## src/rtl/adder8_core.sv

```systemverilog
// 8-bit ripple-carry adder for a Tiny-Tapeout-style harness, with carry/overflow flags and a sticky carry bit.
// Optional macro ADDER8_PIPE_EN registers uo_out/cout/ovf (1-cycle latency); default is a combinational sum path.
module adder8_core #(
    parameter int unsigned WIDTH = 8
) (
    input  logic             clk,
    input  logic             rst,
    input  logic             ena,
    input  logic [WIDTH-1:0] ui_in,
    input  logic [WIDTH-1:0] uio_in,
    output logic [WIDTH-1:0] uo_out,
    output logic [WIDTH-1:0] uio_out,
    output logic [WIDTH-1:0] uio_oe,
    output logic             cout,
    output logic             ovf,
    output logic             carry_seen
);

    logic [WIDTH:0]   carry_c;
    logic [WIDTH-1:0] sum_c;
    logic             cout_c;
    logic             ovf_c;

    // Explicit full-adder chain; carry into cell 0 is tied low.
    assign carry_c[0] = 1'b0;

    for (genvar i = 0; i < WIDTH; i++) begin : g_fa
        assign sum_c[i]       = ui_in[i] ^ uio_in[i] ^ carry_c[i];
        assign carry_c[i + 1] = (ui_in[i] & uio_in[i]) | (carry_c[i] & (ui_in[i] ^ uio_in[i]));
    end

    assign cout_c = carry_c[WIDTH];
    // Signed overflow: carry into the MSB disagrees with carry out of it.
    assign ovf_c  = carry_c[WIDTH-1] ^ carry_c[WIDTH];

`ifdef ADDER8_PIPE_EN
    always_ff @(posedge clk) begin
        if (rst) begin
            uo_out <= '0;
            cout   <= 1'b0;
            ovf    <= 1'b0;
        end else if (ena) begin
            uo_out <= sum_c;
            cout   <= cout_c;
            ovf    <= ovf_c;
        end
    end
`else
    assign uo_out = sum_c;
    assign cout   = cout_c;
    assign ovf    = ovf_c;
`endif

    // Bidirectional pins are permanently inputs.
    assign uio_out = '0;
    assign uio_oe  = '0;

    // Sticky carry; reset takes priority over a same-edge carry.
    always_ff @(posedge clk) begin
        if (rst) begin
            carry_seen <= 1'b0;
        end else if (ena && cout) begin
            carry_seen <= 1'b1;
        end
    end

endmodule

```

## config.mk

```make
export PLATFORM = sky130hd
export DESIGN_NAME = adder8_core
export DESIGN_NICKNAME = d
export VERILOG_FILES = /design/src/rtl/adder8_core.sv
export SDC_FILE = /design/constraint.sdc
export NUM_CORES = 1
export LEC_CHECK = 0
export ABC_AREA = 1
export CORE_AREA = 4 4 42 44
export DETAILED_ROUTE_END_ITERATION = 10
export DIE_AREA = 0 0 46 48
export PLACE_DENSITY = 0.9
export SYNTH_ARGS = -nofsm -noshare
export SYNTH_HDL_FRONTEND = slang
export SYNTH_SLANG_ARGS = --single-unit
```

## constraint.sdc

```tcl
create_clock -name clk -period 11.8 [get_ports clk]
set_clock_uncertainty 0.15 [all_clocks]
set_input_delay 2.36 -clock clk [delete_from_list [all_inputs] [get_ports clk]]
set_output_delay 2.36 -clock clk [all_outputs]
set_load 0.1 [all_outputs]
```

== Word-level counts from Yosys, hierarchy flattened ==
Index checks and enable logic that the tools add are counted.
Widths: inputs -> output; s select.
Cells by class
  reductions and logical operators: 1
  bitwise operators: 38
Operator list (count)
  $xor 1x1->1: 16
  $and 1x1->1: 15
  $or 1x1->1: 7
  $logic_and 1x1->1: 1
Word-level totals
  flip-flop bits (word level): 1
  word-level logic and storage cells: 40
  input bits: 19
  output and inout port bits: 27

== Logic depth before layout (Yosys ltp) ==
  depth in word-level cells: 16
  gate-level depth with buffers: 12
  mapped depth without buffers: 12

== Least setup slack after synthesis ==
No wires, ideal clock.
  kind: input-to-output
  from: input ui_in[0]
  to: output ovf
  data arrival time: 7106 ps
  required time: 9290 ps
  path buffers: 0
  path slack: 2184 ps
  stages: 11
  path through: ha_1 -> inv_1 -> fa_1 -> inv_1 -> fa_1 -> fa_1 -> fa_1 -> fa_1 -> fa_1 -> fa_1 -> xor2_1
On the way
  word-level cells in the longest chain between the ends: 16
Ends and longest elaborated chain
  start: declaration: RTL line 9  | input logic [WIDTH-1:0] ui_in,
  $and 1x1->1 (2 in series): RTL line 29  | assign carry_c[i + 1] = (ui_in[i] & uio_in[i]) | (carry_c[i] & (ui_in[i] ^ uio_in[i]));
  $or 1x1->1: RTL line 29
  $and 1x1->1: RTL line 29
  $or 1x1->1: RTL line 29
  $and 1x1->1: RTL line 29
  $or 1x1->1: RTL line 29
  $and 1x1->1: RTL line 29
  $or 1x1->1: RTL line 29
  $and 1x1->1: RTL line 29
  $or 1x1->1: RTL line 29
  $and 1x1->1: RTL line 29
  $or 1x1->1: RTL line 29
  $and 1x1->1: RTL line 29
  $or 1x1->1: RTL line 29
  named net cout: RTL line 14  | output logic cout,
  $xor 1x1->1: RTL line 34  | assign ovf_c = carry_c[WIDTH-1] ^ carry_c[WIDTH];
  end: declaration: RTL line 15  | output logic ovf,
The timed path passes the listed nets, and every way through them passes these cells.

== Worst setup path in the final report ==
  from: input uio_in[0]
  to: output ovf
On the way
  word-level cells in the longest chain between the ends: 16
Ends and longest elaborated chain
  start: declaration: RTL line 10  | input logic [WIDTH-1:0] uio_in,
  $and 1x1->1 (*) (2 in series): RTL line 29
  $or 1x1->1 (*): RTL line 29
  $and 1x1->1 (*): RTL line 29
  $or 1x1->1 (*): RTL line 29
  $and 1x1->1 (*): RTL line 29
  $or 1x1->1 (*): RTL line 29
  $and 1x1->1 (*): RTL line 29
  $or 1x1->1 (*): RTL line 29
  $and 1x1->1 (*): RTL line 29
  $or 1x1->1 (*): RTL line 29
  $and 1x1->1 (*): RTL line 29
  $or 1x1->1 (*): RTL line 29
  $and 1x1->1: RTL line 29
  $or 1x1->1: RTL line 29
  $xor 1x1->1 (*): RTL line 34
Mark *: on every way between the ends. The rest lies on a longest branch, timed or not.

==> impl_metrics.json <==
{
  "status": "finished, final reports clean",
  "hold_path_class": "reg2reg",
  "fin_util_pct": 40.9,
  "drt_iter0_drc": 0,
  "layout-drive-gt1-share_pct": 1.59,
  "dpl_worst_slack_ns": 2.26,
  "synth.area.top_cells": "fa_1, buf_4, inv_1",
  "viasPerCell": 3.54,
  "cp_slowest_cell": "clkdlybuf4s50_1",
  "die_w_um": 46,
  "fmax_mhz": 105,
  "maxSlewHeadroom_pct": 33.7,
  "ys_types": 9,
  "setup_viol": 0,
  "crit_family": "adder cells",
  "power.density_nw_per_um2": 170,
  "grt_setup_unrepaired": "no",
  "clk_latency_ns": 0,
  "antenna_found_initial": 0,
  "post_cts_resized": 0,
  "synth_top_area_share_pct": 41.2,
  "drc": 0,
  "grt_max_degree": 4,
  "worstSetupPathType": "in2out",
  "synth-seq-cells": 1,
  "grt_pass1_vias": 284,
  "floorplan.rows": 14,
  "intPower_uw": 22.5,
  "cts_hold_buf": 0,
  "grt_pass1_wl_um": 1030,
  "hold_viol_final": 0,
  "antenna_cells": 0,
  "top_regs": "carry_seen x1",
  "via_count": 280,
  "net-switching-power_uw": 77.2,
  "power.leakage_nw": 0.268,
  "yosysTopAreaCell": "fa_1",
  "worstMarginPinSlew_ns": 0.992,
  "totalWireLength_um": 780,
  "maxCapViolations": 0,
  "total_power_uw": 99.7,
  "grt_usage_pct": 6.11,
  "crit_required_ns": 9.29,
  "crit_top_cell": "fa_1",
  "die_area_um2": 2210,
  "gp_congestion": 0.646,
  "core-area_um2": 1440,
  "start_util_pct": 23.7,
  "tns_ns": 0,
  "pwr-share-seq_pct": 3.9,
  "arrival_ns": 6.97,
  "yosys_warnings": 0,
  "clk_pin_slew_worst_paths_ns": 0,
  "critPathCaptureType": "output pin",
  "dpl.hpwl_um": 773,
  "fin_crit_sh_pct": 80.3,
  "postCtsSetupRepairBufs": 0,
  "largest-register": "carry_seen",
  "synthToLayoutAreaGrowth_pct": 72.4,
  "combPwrFrac_pct": 96.1,
  "post_drt_wl_per_cell_um": 9.87,
  "io_buffers": 29,
  "netlist_area_um2": 340,
  "drt.antenna.violating_nets": 0,
  "path_buf_inv": 4,
  "fin_nets": 92,
  "swShare_pct": 77.4,
  "crit_chain": "clkdlybuf4s50_1, ha_1, inv_1, fa_1, inv_1, fa_1, fa_1, fa_1, fa_1, fa_1, fa_1, xor2_1, clkdlybuf4s50_1",
  "peakVddDrop_mv": 0.0793,
  "post-route-min-period_ns": 9.48,
  "die_height_um": 48,
  "fin_ws_ns": 2.32,
  "critPathMaxStageDelay_ns": 1.16,
  "crit_fanout": 3,
  "p_clk_share_pct": 0,
  "stdcell_area_um2": 587,
  "dr.pass1.iters": 1,
  "synthCells": 35,
  "syn_area_per_cell_um2": 9.72,
  "seq_area_frac_synth_pct": 5.88,
  "drv_slew": 0,
  "grt_overflow": 0,
  "start_kind": "primary input",
  "largest_register_ffs": 1,
  "ios": 46,
  "dpl_cell_area_um2": 587
}
## layout by cell type, fill, tap and decap left out, drive strengths merged
cell type,synthesis,final
ha,1,1
inv,6,6
clkdlybuf4s50,0,29
nand2,1,1
a21oi,1,1
xor2,1,1
conb,1,16
fa,7,7
dfxtp,1,1
## cell usage after synthesis (all sizes together)
cell type  instances
a21oi              1
buf               16
conb               1
dfxtp              1
fa                 7
ha                 1
inv                6
nand2              1
xor2               1
## metrics by stage
step	hold slack, ns	cells
3_5_place_dp	0.306	79
4_1_cts	0.307	79
2_1_floorplan	0.756	50
6_report	0.303	79
3_3_place_gp	0.298	79
5_1_grt	0.334	79
## final timing paths
kind	to	from	cells past startpoint	slack, ns
worst max-delay path	ovf	uio_in[0]	13	2.32
worst max register to register	carry_seen	carry_seen	2	11.11
worst min-delay path	carry_seen	carry_seen	2	0.30
worst min register to register	carry_seen	carry_seen	2	0.30
## power by group through the flow
| stage | sequential [mW] | combinational, mW | clock [mW] |
|---|---|---|---|
| 4_1_cts | 0.00390 | 0.0964 | 0 |
| 3_3_place_gp | 0.00387 | 0.0954 | 0 |
| 6_report | 0.00390 | 0.0958 | 0 |
| 3_5_place_dp | 0.00390 | 0.0963 | 0 |
| 5_1_grt | 0.00393 | 0.0989 | 0 |
| 2_1_floorplan | 0.00598 | 0.0815 | 0 |
## layer usage
| metal | vias to the layer above | track usage (%) | routed length, um |
|---|---|---|---|
| li1 | 124 | - | - |
| met1 | 124 | 5.16 | 212 |
| met2 | 32 | 14.3 | 405 |
| met3 | 0 | 1.50 | 162 |
| met4 | 0 | 0 | 0 |
| met5 | - | 0 | 0 |
## tightest hold or removal path: cells and delay by family (launching register included)
kind	cells	cell delay [ns]
AOI/OAI and AO/OA	1	0.05
buffers and inverters	1	0.06
DFF	1	0.29
## kinds of logic after synthesis
| family | count (synthesis) | synth area share [%] |
|---|---|---|
| XOR/XNOR | 1 | 2.57 |
| AND/OR/NAND/NOR | 1 | 1.10 |
| flip-flops | 1 | 5.88 |
| adder cells (fa/ha/maj) | 8 | 44.9 |
| buffers and inverters | 22 | 41.9 |
| AO/OA/AOI/OAI | 1 | 2.57 |
| other | 1 | 1.10 |
## layout make-up
cell class	instances	area [um2]
tap	16	20.0
multi-input combinational	27	234
timing repair buffer	29	290
fill	148	850
sequential	1	20.0
inverter	6	22.5
Note: power is estimated with default switching activity, not from simulation.
